[config.mk]
export PLATFORM = sky130hd
export DESIGN_NAME = fifo_rd_stream
export DESIGN_NICKNAME = d
export VERILOG_FILES = /design/src/rtl/fifo_pkg.sv /design/src/rtl/skid_buf.sv /design/src/rtl/fifo_rd_stream.sv
export SDC_FILE = /design/constraint.sdc
export NUM_CORES = 1
export LEC_CHECK = 0
export BUFFER_PORTS_ARGS = -buffer_cell sky130_fd_sc_hd__buf_4
export CORE_MARGIN = 4
export CORE_UTILIZATION = 32
export CTS_CLUSTER_DIAMETER = 30
export DETAILED_ROUTE_END_ITERATION = 6
export SETUP_SLACK_MARGIN = 0.3
export SYNTH_ARGS = -nofsm -noshare
export SYNTH_HDL_FRONTEND = slang
export SYNTH_SLANG_ARGS = --single-unit
[constraint.sdc]
create_clock -name rclk -period 2 [get_ports rclk]
set_input_delay 0.1 -clock rclk [delete_from_list [all_inputs] [get_ports rclk]]
set_output_delay 0.1 -clock rclk [all_outputs]
set_load 0.03 [all_outputs]
[src/rtl/fifo_pkg.sv]
// Shared definitions for the async-FIFO read-side stream stage: default width,
// occupancy state encoding and the read-credit check.
package fifo_pkg;

    localparam int DEF_DATA_W = 8;

    localparam logic [1:0] ST_EMPTY = 2'd0;
    localparam logic [1:0] ST_PART  = 2'd1;
    localparam logic [1:0] ST_FULL  = 2'd2;

    // A new read may launch only if every word already owed to the buffer still fits.
    function automatic logic credit_ok(input int occ, input int inflight,
                                       input int pop, input int depth);
        return (occ + inflight - pop) < depth;
    endfunction

    function automatic logic [1:0] occ_state(input int occ, input int depth);
        if (occ == 0)
            return ST_EMPTY;
        else if (occ >= depth)
            return ST_FULL;
        return ST_PART;
    endfunction

endpackage

[src/rtl/skid_buf.sv]
// Circular skid buffer with push/pop and an occupancy count; head entry is
// presented combinationally so the stream output needs no extra cycle.
module skid_buf #(
    parameter int DATA_W = 8,
    parameter int DEPTH  = 2,
    parameter int CNT_W  = 2
) (
    input  logic              clk,
    input  logic              rst,
    input  logic              push,
    input  logic [DATA_W-1:0] push_data,
    input  logic              pop,
    output logic [DATA_W-1:0] head_data,
    output logic [CNT_W-1:0]  occ
);

    localparam int PTR_W = (DEPTH > 1) ? $clog2(DEPTH) : 1;

    logic [DATA_W-1:0] mem_reg [DEPTH];
    logic [PTR_W-1:0]  wr_ptr_reg;
    logic [PTR_W-1:0]  rd_ptr_reg;
    logic [CNT_W-1:0]  occ_reg;

    // Wraps modulo DEPTH, so non-power-of-two depths work too.
    function automatic logic [PTR_W-1:0] ptr_inc(input logic [PTR_W-1:0] p);
        return (p == PTR_W'(DEPTH - 1)) ? '0 : p + PTR_W'(1);
    endfunction

    always_ff @(posedge clk or posedge rst) begin
        if (rst) begin
            for (int i = 0; i < DEPTH; i++)
                mem_reg[i] <= '0;
        end else if (push) begin
            mem_reg[wr_ptr_reg] <= push_data;
        end
    end

    always_ff @(posedge clk or posedge rst) begin
        if (rst) begin
            wr_ptr_reg <= '0;
            rd_ptr_reg <= '0;
            occ_reg    <= '0;
        end else begin
            if (push)
                wr_ptr_reg <= ptr_inc(wr_ptr_reg);
            if (pop)
                rd_ptr_reg <= ptr_inc(rd_ptr_reg);
            case ({push, pop})
                2'b10:   occ_reg <= occ_reg + CNT_W'(1);
                2'b01:   occ_reg <= occ_reg - CNT_W'(1);
                default: occ_reg <= occ_reg;
            endcase
        end
    end

    assign head_data = mem_reg[rd_ptr_reg];
    assign occ       = occ_reg;

endmodule

[src/rtl/fifo_rd_stream.sv]
// Turns the async FIFO's pop interface (1-cycle registered read) into a
// valid/ready stream. Optional counters: define FIFO_RD_STREAM_STATS_EN.
module fifo_rd_stream
    import fifo_pkg::*;
#(
    parameter int DATA_W     = DEF_DATA_W,
    parameter int SKID_DEPTH = 2,
    parameter int CNT_W      = 2
) (
    input  logic              rclk,
    input  logic              rrst,
    input  logic              rempty,
    output logic              rinc,
    input  logic [DATA_W-1:0] rdata,
    output logic              m_valid,
    input  logic              m_ready,
    output logic [DATA_W-1:0] m_data,
    output logic [CNT_W-1:0]  occ
`ifdef FIFO_RD_STREAM_STATS_EN
    ,
    output logic [31:0]       word_cnt,
    output logic [31:0]       stall_cnt
`endif
);

    logic inflight_reg;
    logic pop;
    logic [1:0] occ_st;

    assign m_valid = (occ != '0);
    assign pop     = m_valid & m_ready;

    // Counting this cycle's pop as freed space lets reads resume on the first pop.
    assign rinc = !rempty && !rrst &&
                  credit_ok(int'(occ), int'(inflight_reg), int'(pop), SKID_DEPTH);

    always_ff @(posedge rclk or posedge rrst) begin
        if (rrst)
            inflight_reg <= 1'b0;
        else
            inflight_reg <= rinc;
    end

    skid_buf #(
        .DATA_W (DATA_W),
        .DEPTH  (SKID_DEPTH),
        .CNT_W  (CNT_W)
    ) u_skid (
        .clk       (rclk),
        .rst       (rrst),
        .push      (inflight_reg),
        .push_data (rdata),
        .pop       (pop),
        .head_data (m_data),
        .occ       (occ)
    );

    assign occ_st = occ_state(int'(occ), SKID_DEPTH);

    assert property (@(posedge rclk) disable iff (rrst)
        (int'(occ) + int'(inflight_reg)) <= SKID_DEPTH);
    assert property (@(posedge rclk) disable iff (rrst)
        !(occ_st == ST_FULL && inflight_reg));

`ifdef FIFO_RD_STREAM_STATS_EN
    logic [31:0] word_cnt_reg;
    logic [31:0] stall_cnt_reg;

    always_ff @(posedge rclk or posedge rrst) begin
        if (rrst) begin
            word_cnt_reg  <= '0;
            stall_cnt_reg <= '0;
        end else begin
            if (pop && word_cnt_reg != '1)
                word_cnt_reg <= word_cnt_reg + 32'd1;
            if (m_valid && !m_ready && stall_cnt_reg != '1)
                stall_cnt_reg <= stall_cnt_reg + 32'd1;
        end
    end

    assign word_cnt  = word_cnt_reg;
    assign stall_cnt = stall_cnt_reg;
`endif

endmodule

---- After elaboration in Yosys (flattened, before gate mapping) ----
Index checks and enable logic that the tools add are counted.
storage, ports and cells
  register bits after elaboration ......... 21
  input bits .............................. 12
  output and inout bits ................... 12
  word-level logic and storage cells ...... 37
operators by class
  add/sub/neg operators ................... 6
  $lt $le $gt $ge ......................... 4
  equality and inequality tests ........... 2
  muxes and demuxes ....................... 9
  bitwise logic cells ..................... 3
  reductions and logical operators ........ 7
operators with widths
  operator                                                                      number
  8-bit 2-to-1 mux                                                              4
  16-bit bitwise mux                                                            1
  8-bit demux with 1-bit select                                                 1
  2-bit >= comparator, second input constant                                    2
  4-bit by 3-bit less-than comparator with 1-bit output, second input constant  1
  1-bit NOT with 2-bit output                                                   2
  2-bit case mux with 2 select lines                                            1
  2-bit nonzero test                                                            2
  3-bit by 1-bit subtractor with 4-bit output                                   1
  2-bit by 1-bit adder with 3-bit output                                        1
  1-bit logical AND                                                             3
  1-bit adder, second input constant                                            2
  2-bit by 1-bit adder with 2-bit output, second input constant                 1
  2-bit by 1-bit == test with 1-bit output, second input constant               1
  2-bit == test, second input constant                                          1
  1-bit zero test                                                               2
  2-bit by 1-bit less-than comparator with 1-bit output, second input constant  1
  1-bit 2-to-1 mux                                                              2
  2-bit by 1-bit subtractor with 2-bit output, second input constant            1
  1-bit AND                                                                     1

---- Logic depth before layout (Yosys ltp) ----
  word-level depth ........................ 6
  gate-level depth with buffers ........... 5
  gate-level depth less buffers ........... 5

---- Hierarchy ----
A second synthesis with hierarchy kept.
unflattened totals
  cells, all modules ...................... 71
  area total of the unflattened synthesis .. 998.5 um2
modules (own cells, without submodules)
  module          times used  cells an instance  area each (um2)  seq. area each (um2)
  skid_buf        1           56                 860.8            500.5
  fifo_rd_stream  1           15                 137.6            25.0

---- Worst setup path after synthesis ----
No wires, ideal clock.
  path kind ............................... register to register
  start ................................... reg u_skid.occ_reg[1], in the netlist u_skid.occ[1]
  end ..................................... reg inflight_reg
  setup time .............................. 0.239 ns
  arrival time ............................ 2.648 ns
  required time ........................... 1.761 ns
  path slack .............................. -0.888 ns
  cell stages (with the launch flop) ...... 6
  path buffers ............................ 0
  clock period less this slack ............ 2.888 ns
  path through ............................ dfrtp_1 and3b_1 o21ai_0 fa_1 xor2_1 nor4b_1
between the ends
  longest elaborated chain between the ends .. 5
  elaborated cells on any way between the ends .. 6
  classes of those cells .................. 2 x add/sub; 1 x order compare; 1 x bitwise; 2 x reduce/logical
ends and longest elaborated chain
  what                                                                                            RTL line              source
  from (decl)                                                                                     skid_buf.sv:22        logic [CNT_W-1:0] occ_reg;
  from (signal assigned)                                                                          skid_buf.sv:49        2'b10: occ_reg <= occ_reg + CNT_W'(1);
  from (signal assigned)                                                                          skid_buf.sv:50        2'b01: occ_reg <= occ_reg - CNT_W'(1);
  from (signal assigned)                                                                          skid_buf.sv:51        default: occ_reg <= occ_reg;
  parallel branches: the longest is 2 deep, another holds 2-bit by 1-bit adder with 3-bit output  -
  3-bit by 1-bit subtractor with 4-bit output *                                                   fifo_pkg.sv:14        return (occ + inflight - pop) < depth;
  4-bit by 3-bit less-than comparator with 1-bit output *                                         fifo_pkg.sv:14
  1-bit logical AND *                                                                             fifo_rd_stream.sv:34  assign rinc = !rempty && !rrst &&
  net rinc                                                                                        fifo_rd_stream.sv:13  output logic rinc,
  to (signal assigned)                                                                            fifo_rd_stream.sv:41  inflight_reg <= rinc;
  to (decl)                                                                                       fifo_rd_stream.sv:26  logic inflight_reg;
Mark *: on every way through the listed nets, which the timed path passes.
A chain may end at the register's enable or synchronous reset.

---- Worst setup path in the final report ----
  start ................................... reg u_skid.occ_reg[0], in the netlist u_skid.occ[0]
  end ..................................... out rinc
between the ends
  longest elaborated chain between the ends .. 5
  elaborated cells on any way between the ends .. 6
  classes of those cells .................. 2 x add/sub; 1 x order compare; 1 x bitwise; 2 x reduce/logical
ends and longest elaborated chain
  what                                                                                            RTL line
  parallel branches: the longest is 2 deep, another holds 2-bit by 1-bit adder with 3-bit output  -
  3-bit by 1-bit subtractor with 4-bit output *                                                   fifo_pkg.sv:14
  4-bit by 3-bit less-than comparator with 1-bit output *                                         fifo_pkg.sv:14
  1-bit logical AND *                                                                             fifo_rd_stream.sv:34
  to (decl)                                                                                       fifo_rd_stream.sv:13
Mark *: on every way between the ends.

==> impl_metrics.py <==
metrics = {
    "setup_path": {
        "rr_worst_depth": 5,
        "crit_path_end_kind": "primary output",
        "cp-endpoint": "rinc",
        "cp-startpoint": "u_skid.occ[0]$_DFFE_PP0P_",
        "cpPeakStageDelay_ps": 400,
        "required_ps": 1900,
        "path_cells": "and3b_2, buf_4, fa_2, xor2_1, nor4b_4, buf_6",
        "startpoint_type": "register",
        "cpMaxStageDelayCell": "dfrtp_2",
        "crit_type": "register to primary output",
        "r2r-end": "inflight_reg$_DFF_PP0_",
        "r2r_slack_ps": 340,
        "r2r-start": "u_skid.occ[0]$_DFFE_PP0P_",
        "path_max_fanout": 5,
        "crit_arrival_ps": 2040,
    },
    "logic_synthesis": {
        "synth.avg_cell_area_um2": 14.8,
        "synthesis.nets": 81,
        "syn_area_mm2": 0.00100,
        "ys_types": 21,
        "ys_seq_elements": 21,
        "yosysSeqAreaShare_pct": 52.4,
        "yosys_warnings": 0,
        "synthCells": 68,
    },
    "routing": {
        "routed_wl_mm": 1.77,
        "via_per_inst": 4.31,
        "ant_nets": 0,
        "routedWlPerCell_um": 12.4,
        "dr_total_vias": 617,
        "firstDrtPassIters": 4,
        "route.detailed.drc": 0,
        "drt_iter0_drc": 4,
    },
    "power": {
        "p_clk_share_pct": 9.7,
        "p_sw_w": 0.000805,
        "p_comb_share_pct": 54.0,
        "leakagePower_nw": 0.627,
        "power.internal_w": 0.00130,
        "irDropWorstVdd_mv": 0.585,
        "seqPwrFrac_pct": 36.2,
        "p_sw_share_pct": 38.2,
        "cellPowerDensity_mw_per_mm2": 1600,
    },
    "timing": {
        "skew_ps": 1.80,
        "tns_ps": -142,
        "period_share_pct": 107,
        "period_minus_slack_ps": 2140,
        "fin_ws_ps": -142,
        "worst_pin_slew_ps": 768,
        "relSlewSlack_pct": 48.8,
        "drv_slew": 0,
        "setup_viol": 1,
        "finalHoldViolations": 0,
        "rsz0062_at_grt": "yes",
        "max_freq_mhz": 467,
    },
    "cts": {
        "cts_buffer_depth": 2,
        "cts_root_buffer": "clkbuf_4",
        "cts_tree": "done",
        "clkLatencyLatePin_ps": 300,
        "clk_pin_slew_ps": 120,
        "clock_sinks": 21,
        "cts-buffers-inserted": 3,
        "htree_num_levels": 1,
    },
    "global_route": {
        "first_global_vias": 703,
        "grt_max_degree": 22,
        "grt_pass1_wl_mm": 3.05,
        "grt_usage_pct": 10.0,
        "antenna_found_initial": 0,
        "overflow": 0,
    },
    "job": {
        "max_cap_violations": 0,
    },
    "outcome": {
        "status": "finished with violations",
        "violations": "negative setup slack",
    },
    "finish": {
        "largest_reg_flops": 16,
        "final_cell_mix": "buf_4 (27), dfrtp_1 (19), mux2_2 (16)",
        "fin_area_mm2": 0.00132,
        "post-route-util_pct": 43.5,
        "area_delta_synth_final_pct": 31.2,
        "antenna_cells": 0,
        "final_common_cell": "buf_4",
        "fin_nets": 113,
        "drive_gt1_share_pct": 65.7,
    },
    "hold_path": {
        "hold_depth": 2,
        "hp-class": "input port to register",
    },
    "floorplanning": {
        "chipWidth_um": 64,
        "ios": 24,
        "core_area_mm2": 0.00303,
        "fp-row-count": 20,
        "dieArea_mm2": 0.00410,
        "die_y_um": 64,
        "start_util_pct": 33.1,
    },
    "placed_design": {
        "place_hpwl_mm": 1.26,
        "portBuffers": 23,
        "globalplace.congestion": 0.698,
        "place_area_mm2": 0.00124,
        "place_ws_ps": 130,
    },
}
-- cells in the mapped netlist --
cell | instances | area share, %
a21oi_1 | 1 | 0.50
and3b_1 | 1 | 0.87
buf_2 | 1 | 0.50
buf_6 | 2 | 2.2
dfrtp_1 | 21 | 52
fa_1 | 1 | 2.0
inv_1 | 1 | 0.37
mux2_2 | 16 | 18
mux2_4 | 8 | 12
mux2i_1 | 1 | 1.0
nand2_1 | 2 | 0.75
nand2_2 | 1 | 0.62
nand2b_1 | 1 | 0.62
nand2b_4 | 1 | 1.4
nor2_1 | 2 | 0.75
nor2b_1 | 1 | 0.62
nor4b_1 | 1 | 0.87
o21ai_0 | 1 | 0.50
or2_2 | 1 | 0.62
xnor2_1 | 2 | 1.7
xor2_1 | 2 | 1.7
-- cell type report --
class	instances	area, um^2
timing repair buffer	30	234
multi-input combinational	43	468
inverter	1	3.75
clock buffer	3	22.5
clock inverter	1	5.00
tap	44	55.1
fill	292	1710
sequential	21	528
-- worst min-delay path by stage --
stage	startpoint	endpoint	slack (ps)
6_report	rdata[5]	u_skid.mem_reg[5]$_DFFE_PP0P_	30
3_5_place_dp	rempty	inflight_reg$_DFF_PP0_	280
3_3_place_gp	rempty	inflight_reg$_DFF_PP0_	280
5_1_grt	rdata[5]	u_skid.mem_reg[5]$_DFFE_PP0P_	3
4_1_cts	rdata[5]	u_skid.mem_reg[5]$_DFFE_PP0P_	10
2_1_floorplan	rrst	inflight_reg$_DFF_PP0_	80
-- power by group through the flow --
stage / combinational [W] / sequential (W) / clock (W)
2_1_floorplan: 0.000837 / 0.000731 / 0
3_3_place_gp: 0.00111 / 0.000759 / 0
3_5_place_dp: 0.00111 / 0.000774 / 0
4_1_cts: 0.00114 / 0.000767 / 0.000216
5_1_grt: 0.00121 / 0.000799 / 0.000234
6_report: 0.00114 / 0.000763 / 0.000205
-- timing repair --
item | in CTS | in global routing
hold endpoints to repair | 22 | 0
gates resized for setup | 1 | 1
setup buffers | 2 | 1
endpoints found under the setup margin | 2 | 1
hold buffers | 2 | 0
pin swaps | 1 | 0
-- kinds of logic after synthesis --
| logic type | after synthesis | synth area share, % |
|---|---|---|
| AOI/OAI and AO/OA | 2 | 0.997 |
| and+or+nand+nor | 11 | 7.11 |
| muxes | 25 | 30.9 |
| buffers and inverters | 4 | 3.12 |
| DFF | 21 | 52.4 |
| xor gates and xnor gates | 4 | 3.49 |
| adders and majority gates | 1 | 2.00 |
-- worst max-delay path, delay by kind of cell (launching register included) --
kind / cells / cell delay [ps]
AND/OR/NAND/NOR: 2 / 510
flip-flops: 1 / 400
adder cells (fa/ha/maj): 1 / 350
buffers and inverters: 2 / 310
XOR/XNOR: 1 / 170
-- through the flow --
| step | hold slack, ps | instances | power (W) |
|---|---|---|---|
| 5_1_grt | 3.18 | 143 | 0.00224 |
| 6_report | 27.0 | 143 | 0.00211 |
| 4_1_cts | 12.3 | 142 | 0.00212 |
| 3_3_place_gp | 278 | 134 | 0.00186 |
| 2_1_floorplan | 76.4 | 68 | 0.00157 |
| 3_5_place_dp | 283 | 134 | 0.00189 |
-- metal layers --
layer	vias up	global-route usage, %	wire length (um)
li1	296	-	-
met1	299	10.5	766
met2	18	17.8	869
met3	4	4.22	121
met4	0	3.23	17
met5	-	0	0
No activity file was read; power rests on OpenSTA's default activity.
